$ cat src/rtl/level_controller.sv
// rtl/level_controller.sv - per-frame game-state sequencer (level, lives, respawn hold, win/game-over); optional LEVEL_CTRL_LIVES_EN
module level_controller #(
  parameter int         NUM_LEVELS  = 4,
  parameter int         START_LIVES = 3,
  parameter int         HOLD_FRAMES = 30,
  parameter logic [3:0] BG_L0       = 4'h2,
  parameter logic [3:0] BG_L1       = 4'h5,
  parameter logic [3:0] BG_L2       = 4'h8,
  parameter logic [3:0] BG_L3       = 4'hB,
  parameter logic [3:0] FG_L0       = 4'hF,
  parameter logic [3:0] FG_L1       = 4'hE,
  parameter logic [3:0] FG_L2       = 4'hD,
  parameter logic [3:0] FG_L3       = 4'hC
) (
  input  logic       Clk,
  input  logic       Reset_n,
  input  logic       frame_clk,
  input  logic       collision,
  input  logic       finish_line_reached,
  input  logic       restart,
  output logic [1:0] current_level,
  output logic [3:0] background,
  output logic [3:0] foreground,
  output logic       reset_player,
  output logic [1:0] lives,
  output logic       game_over,
  output logic       game_won
);

  localparam logic [2:0] ST_PLAY      = 3'd0;
  localparam logic [2:0] ST_HIT       = 3'd1;
  localparam logic [2:0] ST_ADVANCE   = 3'd2;
  localparam logic [2:0] ST_GAME_OVER = 3'd3;
  localparam logic [2:0] ST_WIN       = 3'd4;

  localparam logic [1:0] LAST_LEVEL = 2'(NUM_LEVELS - 1);
  localparam logic [1:0] INIT_LIVES = 2'(START_LIVES);
  localparam logic [5:0] HOLD_LOAD  = 6'(HOLD_FRAMES - 1);

  logic       frame_clk_prev_q;
  logic       frame_tick;
  logic [2:0] state_q, state_d;
  logic [1:0] level_q, level_d;
  logic [5:0] hold_cnt_q, hold_cnt_d;
  logic       reset_player_q, reset_player_d;
  logic [3:0] background_q, background_d;
  logic [3:0] foreground_q, foreground_d;
`ifdef LEVEL_CTRL_LIVES_EN
  logic [1:0] lives_q, lives_d;
  logic [1:0] lives_dec;
`endif

  function automatic logic [3:0] bg_lookup(input logic [1:0] lvl);
    case (lvl)
      2'd0:    return BG_L0;
      2'd1:    return BG_L1;
      2'd2:    return BG_L2;
      default: return BG_L3;
    endcase
  endfunction

  function automatic logic [3:0] fg_lookup(input logic [1:0] lvl);
    case (lvl)
      2'd0:    return FG_L0;
      2'd1:    return FG_L1;
      2'd2:    return FG_L2;
      default: return FG_L3;
    endcase
  endfunction

  // Next-state logic: every decision is gated by the one-cycle frame tick
  always_comb begin
    frame_tick = frame_clk & ~frame_clk_prev_q;
    state_d    = state_q;
    level_d    = level_q;
    hold_cnt_d = hold_cnt_q;
`ifdef LEVEL_CTRL_LIVES_EN
    lives_d    = lives_q;
    lives_dec  = (lives_q == 2'd0) ? 2'd0 : lives_q - 2'd1;
`endif
    if (frame_tick) begin
      case (state_q)
        ST_PLAY: begin
          // collision takes priority over a simultaneous finish
          if (collision) begin
`ifdef LEVEL_CTRL_LIVES_EN
            lives_d = lives_dec;
            if (lives_dec == 2'd0) begin
              state_d = ST_GAME_OVER;
            end else begin
              state_d    = ST_HIT;
              hold_cnt_d = HOLD_LOAD;
            end
`else
            state_d    = ST_HIT;
            hold_cnt_d = HOLD_LOAD;
`endif
          end else if (finish_line_reached) begin
            if (level_q >= LAST_LEVEL) begin
              state_d = ST_WIN;
            end else begin
              state_d    = ST_ADVANCE;
              level_d    = level_q + 2'd1;
              hold_cnt_d = HOLD_LOAD;
            end
          end
        end
        ST_HIT, ST_ADVANCE: begin
          // flags are ignored while the player is held at spawn
          if (hold_cnt_q == 6'd0) begin
            state_d = ST_PLAY;
          end else begin
            hold_cnt_d = hold_cnt_q - 6'd1;
          end
        end
        ST_GAME_OVER, ST_WIN: begin
          if (restart) begin
            state_d    = ST_PLAY;
            level_d    = 2'd0;
            hold_cnt_d = 6'd0;
`ifdef LEVEL_CTRL_LIVES_EN
            lives_d    = INIT_LIVES;
`endif
          end
        end
        default: begin
          state_d    = ST_PLAY;
          hold_cnt_d = 6'd0;
        end
      endcase
    end
    reset_player_d = (state_d != ST_PLAY);
    background_d   = bg_lookup(level_d);
    foreground_d   = fg_lookup(level_d);
  end

  // State registers; reset holds the ball at spawn for one cycle
  always_ff @(posedge Clk or negedge Reset_n) begin
    if (!Reset_n) begin
      frame_clk_prev_q <= 1'b0;
      state_q          <= ST_PLAY;
      level_q          <= 2'd0;
      hold_cnt_q       <= 6'd0;
      reset_player_q   <= 1'b1;
      background_q     <= BG_L0;
      foreground_q     <= FG_L0;
`ifdef LEVEL_CTRL_LIVES_EN
      lives_q          <= INIT_LIVES;
`endif
    end else begin
      frame_clk_prev_q <= frame_clk;
      state_q          <= state_d;
      level_q          <= level_d;
      hold_cnt_q       <= hold_cnt_d;
      reset_player_q   <= reset_player_d;
      background_q     <= background_d;
      foreground_q     <= foreground_d;
`ifdef LEVEL_CTRL_LIVES_EN
      lives_q          <= lives_d;
`endif
    end
  end

  assign current_level = level_q;
  assign background    = background_q;
  assign foreground    = foreground_q;
  assign reset_player  = reset_player_q;
  assign game_won      = (state_q == ST_WIN);
`ifdef LEVEL_CTRL_LIVES_EN
  assign lives         = lives_q;
  assign game_over     = (state_q == ST_GAME_OVER);
`else
  assign lives         = INIT_LIVES;
  assign game_over     = 1'b0;
`endif

endmodule

$ cat config.mk
export PLATFORM = sky130hd
export DESIGN_NAME = level_controller
export DESIGN_NICKNAME = d
export VERILOG_FILES = /design/src/rtl/level_controller.sv
export SDC_FILE = /design/constraint.sdc
export NUM_CORES = 1
export LEC_CHECK = 0
export BUFFER_PORTS_ARGS = -buffer_cell sky130_fd_sc_hd__clkbuf_2
export CAP_MARGIN = 20
export CORE_UTILIZATION = 54
export DETAILED_ROUTE_END_ITERATION = 10
export PLACE_DENSITY = 0.78
export SETUP_SLACK_MARGIN = 0.2
export SYNTH_ARGS = -nofsm -noshare
export SYNTH_HDL_FRONTEND = slang
export SYNTH_SLANG_ARGS = --single-unit
$ cat constraint.sdc
create_clock -name Clk -period 2.35 [get_ports Clk]
set_input_delay 0.47 -clock Clk [delete_from_list [all_inputs] [get_ports Clk]]
set_output_delay 0.47 -clock Clk [all_outputs]
set_load 0.005 [all_outputs]
==> summary.md, run 1 <==
| Metric | Value |
|---|---|
| Sequential cell area | `455 um^2` |
| Final Total Pwr | `1.24 mW` |
| Drt first pass iters | `5` |
| Die height | `47.6 um` |
| Commonest non-fill, non-tap cell in the layout | `clkbuf_2` |
| Post-Syn Area | `1120 um^2` |
| Power Density | `1010 nW/um^2` |
| Post-route setup TNS | `0 ns` |
| Core Rows | `16` |
| Syn_area_per_cell | `9.77 um^2` |
| DR iter-0 viols | `25` |
| Largest net degree at the start of global routing | `19` |
| Worst slack at placement | `0.116 ns` |
| Sinks on Clock Net | `18` |
| CP delay by family, top | `simple AND/OR/NAND/NOR gates` |
| Fill count | `179` |
| Final worst path period share | `0.894` |
| Final nets | `144` |
| Multi-input gate area | `558 um^2` |
| Die width | `47.6 um` |
| GRT overflow | `0` |
| Worst Skew | `0.00409 ns` |
| Total track usage | `0.207` |
| Core Region | `1960 um^2` |
| Maxcap violations | `0` |
| Vias in the first global route | `778` |
| CP arrival | `2.33 ns` |
| Root Buffer | `clkbuf_4` |
| Post-route insts no fill | `157` |
| Final setup vio count | `0` |
| Gate Count Post-Synth | `115` |
| Status | `complete, no violations` |
| Die area | `2270 um^2` |
| Final ANT Viol Nets | `0` |
| Synthesis Warnings | `0` |
| Max Root-Sink Buffers | `2` |
| Via-to-Cell Ratio | `5.46` |
| Finished layout cell area | `1230 um^2` |
| Detailed Place HPWL | `1530 um` |
| Max incr delay on CP | `0.49 ns` |
| Clock latency on the worst-skew pair | `0.30 ns` |
| Register area share after synthesis | `0.405` |
| Req. time, crit path | `2.58 ns` |
| Slowest-stage cell, CP | `or4b_4` |
| Seq cells post-synth | `18` |
| CTS tree | `yes` |
| Peak VDD IR | `0.000666 V` |
| Initial Util | `0.573` |
| Hold WC Path Type | `in2async` |
| Min Clock Period, post-route | `2.10 ns` |
| Share of cells above drive strength 1 | `0.300` |
| Post-Place Cells | `153` |
| Htree depth | `1` |
| Crit Reg-Reg Startpoint | `hold_cnt_q[0]` |
| Unrepaired setup endpoints after global routing | `yes` |
| N_diodes | `0` |
| Setup bufs post-CTS | `0` |
| Post-route setup slack | `0.249 ns` |
| Via count | `857` |
| Port Buffers | `15` |
| WS Path Type | `reg2reg` |
| Detailed Route WL | `2040 um` |
| Placed inst area | `1180 um^2` |
| FMAX | `476 MHz` |
| Leakage | `0.586 nW` |
| Layout area overhead | `9.80%` |
| Cts hold-fix bufs | `0` |
| Wire length per cell | `13.0 um` |
| Global-route wire length before repair | `3280 um` |
| WP buf/inv | `1` |
| GPL Wtd Cong | `0.804` |
| CP Cell Sequence | `inv_2 -> ha_1 -> or4b_4 -> o31ai_2 -> o21ai_1 -> a32o_1 -> or3_1` |
| Most frequent cells in the layout | `clkbuf_2, dfrtp_1, inv_1` |
| Post-synth ARST share | `1.00` |
| I/O pins | `21` |
| Inserted Clock Buffers | `3` |
| Critical path endpoint category | `register` |
| Synth Flop Type | `dfrtp_1` |
| Final hold vios | `0` |
| Crit start category | `register` |
| Clk pin slew, worst setup/hold paths | `0.11 ns` |
| Slew Viols, Final | `0` |
| Unique masters post-synth | `42` |
| Initial antenna violation count | `0` |
| Post-synth EDFFs | `0` |
| Drt drc | `0` |
| Critical path peak fanout | `4` |
| Crit path launch | `hold_cnt_q[0]` |
[path summary, 6_finish.rpt]
kind	endpoint	slack, ns	cells past startpoint
max reg2reg	reset_player	0.25	7
min reg2reg	hold_cnt_q[1]	0.51	2
min	hold_cnt_q[0]	0.09	1
min in group Clk	frame_clk_prev_q	0.29	1
max	reset_player	0.25	7
max in group asynchronous	foreground[0]	1.91	1
[cells in the mapped netlist (3+ instances only)]
master   number  area [um^2]
a21oi_1       4         20.0
nand2_1       5         18.8
o31ai_1       4         30.0
nor2_1        7         26.3
nand3_1       3         15.0
inv_1        10         37.5
buf_4         8         60.1
or3_1         3         18.8
o21ai_1       4         20.0
buf_6         3         33.8
or2_2         3         18.8
ha_1          7         87.6
o22ai_1       3         18.8
dfstp_2       4          105
dfrtp_1      14          350
nor4_1        3         18.8
[stage by stage]
stage                     utilization  hold slack, ns
after global routing            0.629           0.119
after CTS                       0.619           0.113
after global placement          0.601           0.432
after floorplan                     -           0.174
after detailed placement        0.601           0.439
final                           0.629          0.0940
[where the power goes]
part,leakage [nW],internal [mW],switching (mW)
clock network,0.0210,0.0945,0.0987
logic,0.350,0.244,0.263
registers,0.215,0.439,0.102
total,0.586,0.777,0.464
[area by class of cell]
class / instances / share of cell area
repair buffers: 20 / 0.0913
flip-flops and latches: 18 / 0.369
inverters: 10 / 0.0304
multi-input cells: 78 / 0.452
well taps: 27 / 0.0274
clock buffers: 4 / 0.0294
[registers in the layout, indices dropped and copies added, names as in the netlist]
signal and flops:
background 3, current_level 2, foreground 2, frame_clk_prev_q 1, hold_cnt_q 6, reset_player 1
state_q 3
[cells by family (layout without fill, tap and decap cells)]
kind of cell	count (synthesis)	in the layout	synth area share
simple gates	37	37	0.192
compound gates	26	26	0.168
buf+inv	22	34	0.125
flops	18	18	0.405
fa+ha+maj	7	7	0.0779
other cells	2	5	0.00668
mux	2	2	0.0178
xor+xnor	1	1	0.00780
[what timing repair did]
action / CTS / global route
endpoints found under the setup margin: 0 / 7
hold endpoints to repair: 0 / 0
resized for setup: 0 / 4
[per-layer routing]
| layer | vias up | routed length, um | global-route usage |
|---|---|---|---|
| met3 | 4 | 52 | 0.0340 |
| li1 | 425 | - | - |
| met5 | - | 0 | 0 |
| met2 | 15 | 983 | 0.348 |
| met4 | 0 | 27 | 0.0833 |
| met1 | 413 | 981 | 0.265 |
Power figures use the tool's default switching activity.
==> run 2, diff against run 1 <==
- BUFFER_PORTS_ARGS: -buffer_cell sky130_fd_sc_hd__clkbuf_2 -> not set
- CORE_UTILIZATION: 54 -> 55
- DONT_BUFFER_PORTS: not set -> 1
- PLACE_DENSITY: 0.78 -> 0.7
==> summary.md, run 2 (synthesized netlist as in run 1, its figures left out) <==
| Metric | Value |
|---|---|
| Largest Register | `hold_cnt_q` |
| Initial Util | `0.617 (+0.0445)` |
| FMAX | `484 MHz (+1.6%)` |
| Hold WC Path Type | `in2reg` |
| Max Root-Sink Buffers | `2 (unchanged)` |
| Total track usage | `0.220 (+0.0135)` |
| Slew Viols, Final | `0 (unchanged)` |
| Drt drc | `0 (unchanged)` |
| Power Density | `1020 nW/um^2 (+1.3%)` |
| Max incr delay on CP | `0.50 ns (about the same)` |
| GPL Wtd Cong | `0.816 (+1.6%)` |
| Clk pin slew, worst setup/hold paths | `0.11 ns (about the same)` |
| Share of cells above drive strength 1 | `0.224 (-0.0759)` |
| DR iter-0 viols | `11 (-56%)` |
| Slew headroom | `0.443` |
| Worst Skew | `0.00688 ns (+0.00279 ns)` |
| Req. time, crit path | `2.58 ns (about the same)` |
| Port Buffers | `0 (-15)` |
| Die width | `47.2 um (-0.87%)` |
| P_int | `743 uW (-4.3%)` |
| Sinks on Clock Net | `18 (unchanged)` |
| CP Cell Sequence | `inv_2 -> ha_1 -> or4b_4 -> o31ai_4 -> o21ai_1 -> a32o_1 -> or3_1` |
| Register share of total power | `0.468 (+0.032)` |
| Post-route setup TNS | `0 ns (unchanged)` |
| Vias in the first global route | `789 (+1.4%)` |
| Leakage | `0.532 nW (-9.2%)` |
| Inserted Clock Buffers | `3 (unchanged)` |
| Final hold vios | `0 (unchanged)` |
| Die area | `2230 um^2 (-1.7%)` |
| Core Rows | `15 (-1)` |
| Clock latency on the worst-skew pair | `0.30 ns (about the same)` |
| Core Region | `1820 um^2 (-7.2%)` |
| Detailed Place HPWL | `1530 um (-0.31%)` |
| Maxcap violations | `0 (unchanged)` |
| Via count | `831 (-3.0%)` |
| CTS tree | `yes` |
| Global-route wire length before repair | `3390 um (+3.3%)` |
| Slew @ Worst Pin | `0.833 ns` |
| I/O pins | `21 (unchanged)` |
| Psw | `468 uW (+1.0%)` |
| Min Clock Period, post-route | `2.07 ns (-0.0340 ns)` |
| Commonest non-fill, non-tap cell in the layout | `dfrtp_1` |
| Drt first pass iters | `4 (-1)` |
| Critical path peak fanout | `3 (-1)` |
| Die height | `47.2 um (-0.87%)` |
| WP buf/inv | `1 (unchanged)` |
| Max FFs per register | `6 (unchanged)` |
| Most frequent cells in the layout | `dfrtp_1, inv_1, nor2_1, ha_1` |
| Switching Share | `0.386 (+0.0128)` |
| Via-to-Cell Ratio | `5.89 (+8.0%)` |
| N_diodes | `0 (unchanged)` |
| Unrepaired setup endpoints after global routing | `yes` |
| Combinational Power Share | `0.370 (-0.038)` |
| Hold Slack | `0.192 ns (+0.0978 ns)` |
| Status | `complete, no violations` |
| Critical path endpoint category | `register` |
| Htree depth | `1 (unchanged)` |
| Detailed Route WL | `2130 um (+4.1%)` |
| GRT overflow | `0 (unchanged)` |
| Root Buffer | `clkbuf_4` |
| CP delay by family, top | `simple AND/OR/NAND/NOR gates` |
| WS Path Type | `reg2reg` |
| Wire length per cell | `15.1 um (+16%)` |
| Final ANT Viol Nets | `0 (unchanged)` |
| Final nets | `130 (-9.7%)` |
| Crit start category | `register` |
| Final setup vio count | `0 (unchanged)` |
| Clock power frac | `0.162 (+0.006)` |
| Peak VDD IR | `0.000557 V (-16%)` |
| Layout area overhead | `5.90%` |
| Initial antenna violation count | `0 (unchanged)` |
| CP arrival | `2.30 ns (-0.03 ns)` |
| Final worst path period share | `0.880 (-0.0145)` |
| Largest net degree at the start of global routing | `19 (unchanged)` |
| Slowest-stage cell, CP | `or4b_4` |
-- run 2: cell types whose count changed in the layout (fill, tap and decap cells not counted), sizes merged --
cell,change
clkbuf,-15
dlygate4sd3,+1
-- run 2: routing by layer --
metal | GRT usage | wire length (um)
met3 | 0.0308 | 76
met5 | 0 | 0
met2 | 0.339 | 1010
met4 | 0.149 | 43
met1 | 0.287 | 998
-- run 2: final timing paths --
| check | start | slack, ns | depth (start not counted) | end |
|---|---|---|---|---|
| setup reg to reg | hold_cnt_q[0] | 0.28 | 7 | reset_player |
| max in group asynchronous | Reset_n | 1.08 | 1 | state_q[0] |
| setup / recovery | hold_cnt_q[0] | 0.28 | 7 | reset_player |
| hold reg to reg | hold_cnt_q[1] | 0.52 | 2 | hold_cnt_q[1] |
| hold / removal | frame_clk | 0.19 | 0 | frame_clk_prev_q |
| min in group asynchronous | Reset_n | 0.70 | 1 | hold_cnt_q[3] |
-- run 2: power groups by stage --
stage / clock network, mW / registers (mW) / logic, mW
global placement: 0 / 0.559 / 0.391
finish: 0.196 / 0.568 / 0.448
floorplan: 0 / 0.522 / 0.376
CTS: 0.200 / 0.561 / 0.416
detailed placement: 0 / 0.565 / 0.404
global route: 0.212 / 0.584 / 0.502
-- run 2: timing repair --
action | CTS | global route
hold endpoints to repair | 18 | 0
resized for setup | 2 | 6
hold buffers | 1 | 0
endpoints found under the setup margin | 1 | 7
pin swaps | 0 | 2
buffers inserted | 0 | 1
-- run 2: area by class of cell --
class                   instances  area [um^2]
well taps                      25         31.3
multi-input cells              78          581
inverters                      10         37.5
repair buffers                  6         47.5
flip-flops and latches         18          457
clock buffers                   4         36.3
fillers                       147          631
-- run 2: per-stage QoR --
stage               std cells  setup slack [ns]   util  instance area [um^2]  power [mW]
global placement          135             0.227  0.601                  1090       0.949
floorplan                 118             0.400      -                  1130       0.898
CTS                       140             0.217  0.630                  1150        1.18
finish                    141             0.283  0.654                  1190        1.21
global route              141             0.196  0.654                  1190        1.30
detailed placement        135             0.193  0.601                  1090       0.968
==> run 3, diff against run 2 <==
- REMOVE_ABC_BUFFERS: not set -> 1
==> summary.md, run 3 (synthesized netlist as in run 1, its figures left out) <==
| Metric | Value |
|---|---|
| Status | `complete, no violations` |
| CP Cell Sequence | `inv_2 -> ha_1 -> or4b_4 -> o31ai_2 -> o21ai_1 -> a32o_2 -> or3_1` |
| Commonest non-fill, non-tap cell in the layout | `dfrtp_1` |
| Peak VDD IR | `0.000592 V (+6.2%)` |
| Detailed Route WL | `2160 um (+1.4%)` |
| Power Density | `1010 nW/um^2 (-0.55%)` |
| Initial Util | `0.617 (unchanged)` |
| Final Total Pwr | `1.22 mW (+0.71%)` |
| Post-route insts no fill | `142 (+0.71%)` |
| Die area | `2230 um^2 (unchanged)` |
| Sinks on Clock Net | `18 (unchanged)` |
| Share of cells above drive strength 1 | `0.274 (+0.0494)` |
| Post-route setup TNS | `0 ns (unchanged)` |
| Multi-input gate area | `586 um^2 (+0.86%)` |
| Min Clock Period, post-route | `2.07 ns (+0.00407 ns)` |
| Final ANT Viol Nets | `0 (unchanged)` |
| Post-Place Cells | `135 (unchanged)` |
| Clock latency on the worst-skew pair | `0.30 ns (about the same)` |
| Drt drc | `0 (unchanged)` |
| Final hold vios | `0 (unchanged)` |
| Via count | `825 (-0.72%)` |
| Htree depth | `1 (unchanged)` |
| GPL Wtd Cong | `0.851 (+4.3%)` |
| Worst Skew | `0.00922 ns (+0.00234 ns)` |
| Core Rows | `15 (unchanged)` |
| Max FFs per register | `6 (unchanged)` |
| N_diodes | `0 (unchanged)` |
| Slew Viols, Final | `0 (unchanged)` |
| WP buf/inv | `1 (unchanged)` |
| Detailed Place HPWL | `1490 um (-2.8%)` |
| Final setup vio count | `0 (unchanged)` |
| CP delay by family, top | `simple AND/OR/NAND/NOR gates` |
| Final worst path period share | `0.881 (+0.00173)` |
| DR iter-0 viols | `21 (+10)` |
| Post-route setup slack | `0.279 ns (-0.00406 ns)` |
| Wire length per cell | `15.2 um (+0.70%)` |
| Req. time, crit path | `2.58 ns (about the same)` |
| Hold Slack | `0.186 ns (-0.00540 ns)` |
| Die height | `47.2 um (unchanged)` |
| Crit start category | `register` |
| Maxcap violations | `0 (unchanged)` |
| Port Buffers | `0 (unchanged)` |
| CP arrival | `2.30 ns (about the same)` |
| Slew headroom | `0.461 (+0.0183)` |
| Global-route wire length before repair | `3300 um (-2.8%)` |
| Worst slack at placement | `0.0912 ns (-0.101 ns)` |
| Root Buffer | `clkbuf_4` |
| FMAX | `483 MHz (-0.20%)` |
| Placed inst area | `1090 um^2 (unchanged)` |
| Vias in the first global route | `756 (-4.2%)` |
| Inserted Clock Buffers | `3 (unchanged)` |
| Largest Register | `hold_cnt_q` |
| Layout area overhead | `7.24%` |
| Hold WC Path Type | `in2reg` |
| WS Path Type | `reg2reg` |
| CTS tree | `yes` |
| Most frequent cells in the layout | `dfrtp_1, inv_1, nor2_1, ha_1, buf_4` |
| Final nets | `131 (+0.77%)` |
| Fin util | `0.662 (+0.00825)` |
| Max Root-Sink Buffers | `2 (unchanged)` |
| Core Region | `1820 um^2 (unchanged)` |
| Total track usage | `0.213 (-0.00684)` |
| I/O pins | `21 (unchanged)` |
| GRT overflow | `0 (unchanged)` |
| Slew @ Worst Pin | `0.806 ns (-0.0273 ns)` |
| Unrepaired setup endpoints after global routing | `yes` |
| Critical path peak fanout | `4 (+1)` |
| Clk pin slew, worst setup/hold paths | `0.11 ns (about the same)` |
| Die width | `47.2 um (unchanged)` |
| Max incr delay on CP | `0.50 ns (about the same)` |
| Fill count | `153 (+4.1%)` |
| Via-to-Cell Ratio | `5.81 (-1.4%)` |
| Initial antenna violation count | `0 (unchanged)` |
| Critical path endpoint category | `register` |
| Sequential cell area | `459 um^2 (+0.55%)` |
| Largest net degree at the start of global routing | `19 (unchanged)` |
| Leakage | `0.539 nW (+1.3%)` |
| Slowest-stage cell, CP | `or4b_4` |
| Finished layout cell area | `1200 um^2 (+1.3%)` |
| Drt first pass iters | `4 (unchanged)` |
-- run 3: power breakdown --
part | internal (mW) | switching (mW) | total [mW]
Sequential | 0.442 | 0.132 | 0.573
Clock | 0.0944 | 0.0988 | 0.193
Combinational | 0.216 | 0.238 | 0.453
-- run 3: final timing paths --
| check | start | endpoint | slack, ns | cells after the start |
|---|---|---|---|---|
| min in group asynchronous | Reset_n | hold_cnt_q[1] | 0.69 | 1 |
| min | frame_clk | frame_clk_prev_q | 0.19 | 0 |
| max in group asynchronous | Reset_n | state_q[1] | 1.11 | 1 |
| max reg2reg | hold_cnt_q[0] | reset_player | 0.28 | 7 |
| min reg2reg | hold_cnt_q[0] | hold_cnt_q[0] | 0.53 | 1 |
| max | hold_cnt_q[0] | reset_player | 0.28 | 7 |
-- run 3: what timing repair did --
item                                    4_1_cts  5_1_grt
hold endpoints to repair                     18        0
endpoints found under the setup margin        1        7
buffers inserted                              0        2
hold buffers                                  1        0
pin swaps                                     0        1
gates resized for setup                       3       10
-- run 3: final cells by class --
cell class | count | area share
flip-flops and latches | 18 | 0.381
repair buffers | 7 | 0.0457
well taps | 25 | 0.0260
clock buffers | 4 | 0.0301
inverters | 10 | 0.0312
multi-input cells | 78 | 0.486
-- run 3: routing by layer --
metal,vias to the layer above,global-route usage,wire (um)
li1,399,-,-
met1,394,0.298,1000
met2,30,0.322,1040
met3,2,0.0500,108
met4,0,0.0800,10
met5,-,0,0
